### config.mk
export PLATFORM = sky130hd
export DESIGN_NAME = multu_ctrl
export DESIGN_NICKNAME = d
export VERILOG_FILES = /design/src/rtl/multu_ctrl.sv
export SDC_FILE = /design/constraint.sdc
export NUM_CORES = 1
export LEC_CHECK = 0
export ABC_AREA = 0
export BUFFER_PORTS_ARGS = -buffer_cell sky130_fd_sc_hd__clkbuf_2
export CAP_MARGIN = 20
export CELL_PAD_IN_SITES_DETAIL_PLACEMENT = 1
export CELL_PAD_IN_SITES_GLOBAL_PLACEMENT = 1
export CORE_MARGIN = 2
export CORE_UTILIZATION = 40
export CTS_CLUSTER_SIZE = 8
export DETAILED_ROUTE_END_ITERATION = 8
export GPL_TIMING_DRIVEN = 0
export HOLD_SLACK_MARGIN = 0.05
export PLACE_DENSITY = 0.87
export SETUP_SLACK_MARGIN = 0.2
export SLEW_MARGIN = 20
export SYNTH_ARGS = -nofsm -noshare
export SYNTH_HDL_FRONTEND = slang
export SYNTH_SLANG_ARGS = --single-unit
### constraint.sdc
create_clock -name clk -period 3.35 [get_ports clk]
set_input_delay 0.1675 -clock clk [delete_from_list [all_inputs] [get_ports clk]]
set_output_delay 0.1675 -clock clk [all_outputs]
set_load 0.1 [all_outputs]
### src/rtl/multu_ctrl.sv
// Unsigned 32x32 shift-add multiplier with HI/LO registers; 34 cycles start->result (IDLE, 32 x RUN, DONE).
// Stalls the EX stage while busy if EX holds MULTU/MFHI/MFLO/MTHI/MTLO; such requests are ignored until IDLE.
module multu_ctrl (
  input  logic        clk,
  input  logic        rst,
  input  logic        start,
  input  logic [31:0] op_a,
  input  logic [31:0] op_b,
  input  logic        mfhi_req,
  input  logic        mflo_req,
  input  logic        mthi,
  input  logic        mtlo,
  input  logic [31:0] wdata,
  output logic [31:0] hi_out,
  output logic [31:0] lo_out,
  output logic        busy,
  output logic        stall,
  output logic        done
);

  typedef enum logic [1:0] {IDLE, RUN, DONE} state_t;

  state_t      state_q;
  logic [63:0] product_q;
  logic [31:0] mcand_q;
  logic [31:0] hi_q;
  logic [31:0] lo_q;
  logic [4:0]  count_q;
  logic        busy_q;
  logic        done_q;
  logic [32:0] sum_d;

  // Carry out of the add is kept so it shifts into product[63].
  always_comb begin
    sum_d = {1'b0, product_q[63:32]};
    if (product_q[0]) begin
      sum_d = {1'b0, product_q[63:32]} + {1'b0, mcand_q};
    end
  end

  always_ff @(posedge clk) begin
    if (rst) begin
      state_q   <= IDLE;
      product_q <= '0;
      mcand_q   <= '0;
      hi_q      <= '0;
      lo_q      <= '0;
      count_q   <= '0;
      busy_q    <= 1'b0;
      done_q    <= 1'b0;
    end else begin
      case (state_q)
        IDLE: begin
          if (mthi) hi_q <= wdata;
          if (mtlo) lo_q <= wdata;
          if (start) begin
            product_q <= {32'b0, op_b};
            mcand_q   <= op_a;
            count_q   <= '0;
            state_q   <= RUN;
            busy_q    <= 1'b1;
          end
        end
        RUN: begin
          product_q <= {sum_d, product_q[31:1]};
          count_q   <= count_q + 5'd1;
          if (count_q == 5'd31) begin
            state_q <= DONE;
            done_q  <= 1'b1;
          end
        end
        DONE: begin
          hi_q    <= product_q[63:32];
          lo_q    <= product_q[31:0];
          state_q <= IDLE;
          busy_q  <= 1'b0;
          done_q  <= 1'b0;
        end
        default: begin
          state_q <= IDLE;
          busy_q  <= 1'b0;
          done_q  <= 1'b0;
        end
      endcase
    end
  end

  assign hi_out = hi_q;
  assign lo_out = lo_q;
  assign busy   = busy_q;
  assign done   = done_q;
  assign stall  = busy_q & (start | mfhi_req | mflo_req | mthi | mtlo);

endmodule

==> results.md <==
- IO Count: 170
- Pwr Total: 0.00555 W
- Die Area: 22300 µm²
- Final hold viol count: 0
- Seq/Total Area, Yosys: 40.1%
- P_leak: 4.59 nW
- Highest-count cells in the layout ignoring fill and taps: nand2_1, dfxtp_1, clkbuf_2
- Peak supply drop: between 0.3 and 0.4 mV
- Gr usage total: 30.7%
- CTS Sinks: 169
- Part of the power in combinational logic: between 20% and 30%
- Rows: 53
- Area Growth Syn to Fin: 31.5%
- First-pass GRT wire length: 54000 µm
- Avg WL per Cell: 20.9 µm
- Max-cap violations: 0
- Internal power: ~0.0035 W
- DRT Wirelength: between 30000 and 40000 µm
- Clk network pwr share: 36.3%
- Vias per cell: 5.89
- Clk_lat worst skew: 440 ps
- Placed cells: 1522
- Mapped Nets: 1217
- Pwr dens: approximately 500 nW/µm²
- Final WS setup: 327 ps
- CTS clk-pin slew, worst paths: roughly 70 ps
- Synthesized flop and latch total: approximately 170
- Startpoint Class: flop
- Primary FF master, synth: dfxtp_1
- Worst Hold Class: in -> reg
- Post-synth EDFFs: 0
- Crit share post-route: 90.2%
- DR pass1 iterations: 5
- Setup TNS: 0 ps
- Seq pwr share: 40.5%
- Largest net degree at the start of global routing: 18
- Setup Skew: 11.2 ps
- Starting Density: between 40% and 50%
- GP Congestion: between 0.8 and 0.9
- R2R Path Start: product_q[32]
- Status: finished, final reports clean
- Final worst path period need: 3020 ps
- Synth Area per Inst: 7.81 µm²
- Net switching power: 0.00203 W
- Worst setup path startpoint: product_q[32]
- WS Path Type: reg -> reg
- Overflow after GRT: 0
- Die height: 149 µm
- Commonest non-fill, non-tap cell in the layout: nand2_1
- CTS tree: yes
- Post-Syn Area: 8430 µm²
- HP Start: wdata[24]
- Max-slew violations: 0
- CTS max path bufs: 2
- RSZ-0062 raised after global routing: false
- Total CTS buffers: 17
- Vias in the first global route: about 10k
- Post-synth ARST share: 0%
- Antenna violations before repair: 0
- Worst-margin pin slew: 946 ps
- Drt drc: 0
- Share of post-route cells with drive strength above 1: 15.4%
- Antenna viol nets, final: 0
- Fin cells: 1644
- Core footprint: between 20000 and 25000 µm²
- Fmax: 331 MHz
- Final Setup Violations: 0
- IO buf count: 168
- Placement Setup Slack: 455 ps
- Post-Syn Instances: 1079
- Synth warn: 0
- Worst setup EP type: flop
- Initial drt markers: approximately 720
- Cell variety after synth: 55
- Routed via count: 9687
- Sw frac: 36.5%
- DP HPWL: 23200 µm
- Width of the chip: about 150 µm
- Post-CTS Setup Bufs: 0
- CTS Root Cell: clkbuf_16
- CP Data Required Time: 3660 ps
- Crit path max fanout: 4
- H-Tree Depth: 4
- Fin nets: 1493
- Max-slew headroom: 36.4%
- Crit path arrival time: 3330 ps
power groups by stage:
stage                     Combinational (W)  Clock (W)  Sequential (W)
after CTS                           0.00126    0.00198         0.00224
after detailed placement            0.00117          0         0.00229
after global placement              0.00114          0         0.00228
after floorplan                    0.000406          0         0.00273
after global routing                0.00136    0.00210         0.00226
final                               0.00129    0.00201         0.00225
routing by layer:
layer	global-route usage [%]	share of wire, %
met5	0	0
met4	15.5	4.0
met3	5.57	6.7
met2	53.4	49
met1	36.2	40
logic make-up after synthesis:
family                     after synthesis  synth area share, %
AOI/OAI and AO/OA                      304                 25.0
muxes                                    5                0.623
xor gates and xnor gates                19                 1.97
and+or+nand+nor                        458                 22.8
adders and majority gates               35                 5.28
buffers and inverters                   89                 4.14
DFF                                    169                 40.1
through the flow:
step           hold slack (ps)  instance area, µm²  utilization (%)
2_1_floorplan              303                8430                -
3_3_place_gp               393                9620             46.2
3_5_place_dp               400                9620             46.2
4_1_cts                   52.1               11100             53.2
5_1_grt                   62.5               11100             53.2
6_report                  54.0               11100             53.3
flip-flops by register name (all words and copies together) (netlist names):
| register | flops |
|---|---|
| state_q | 2 |
| mcand_q | 32 |
| product_q | 64 |
| done | 1 |
| busy | 1 |
| lo_out | 32 |
| count_q | 5 |
| hi_out | 32 |
Yosys cell counts (3+ instances only):
master / instances / area [µm²]
nor3b_1: 3 / 22.5
o21ai_0: 29 / 145
and3_1: 4 / 25.0
a31oi_1: 3 / 18.8
nand3_1: 10 / 50.1
a211oi_1: 9 / 67.6
nand2_1: 208 / 781
nor2b_1: 6 / 37.5
mux2i_1: 3 / 30.0
dfxtp_1: 169 / 3380
nand2b_1: 7 / 43.8
o22ai_1: 10 / 62.6
and4_1: 4 / 35.0
a21oi_1: 91 / 455
inv_1: 8 / 30.0
clkbuf_1: 71 / 267
a211o_1: 3 / 26.3
nor4_1: 20 / 125
nand4_1: 11 / 68.8
o211ai_1: 7 / 52.6
xnor2_1: 8 / 70.1
a222oi_1: 3 / 30.0
nor2_1: 164 / 616
a21o_1: 14 / 105
ha_1: 34 / 425
nor3_1: 14 / 70.1
a311oi_1: 65 / 569
o2111ai_1: 3 / 26.3
xor2_1: 11 / 96.3
o21a_1: 8 / 60.1
buf_1: 8 / 30.0
a22oi_1: 34 / 255
o41ai_1: 3 / 26.3
worst paths after layout:
path	end	slack, ps	cells after the start
max	product_q[43]	330	9
max reg2reg	product_q[43]	330	9
min reg2reg	mcand_q[25]	460	2
min	hi_out[24]	50	3
critical path: stages, from the launching register on:
cell	delay (ps)
dfxtp_1	380
ha_1	260
fa_1	440
a21oi_1	290
o22ai_1	200
a211oi_1	520
o21ai_0	220
xor2_1	190
a222oi_1	320
nor2_1	60
timing repair:
| item | 4_1_cts | 5_1_grt |
|---|---|---|
| hold endpoints to repair | 110 | 0 |
| gates resized for setup | 0 | 0 |
| hold buffers | 89 | 0 |
layout make-up:
class / count / area [µm²]
timing repair buffer: 257 / 1730
tap: 275 / 344
antenna: 1 / 2.50
buffer: 81 / 319
inverter: 8 / 30.0
fill: 2596 / 9730
clock buffer: 18 / 429
multi-input combinational: 821 / 4700
sequential: 169 / 3380
clock inverter: 14 / 150
Note: power is estimated with default switching activity, not from simulation.
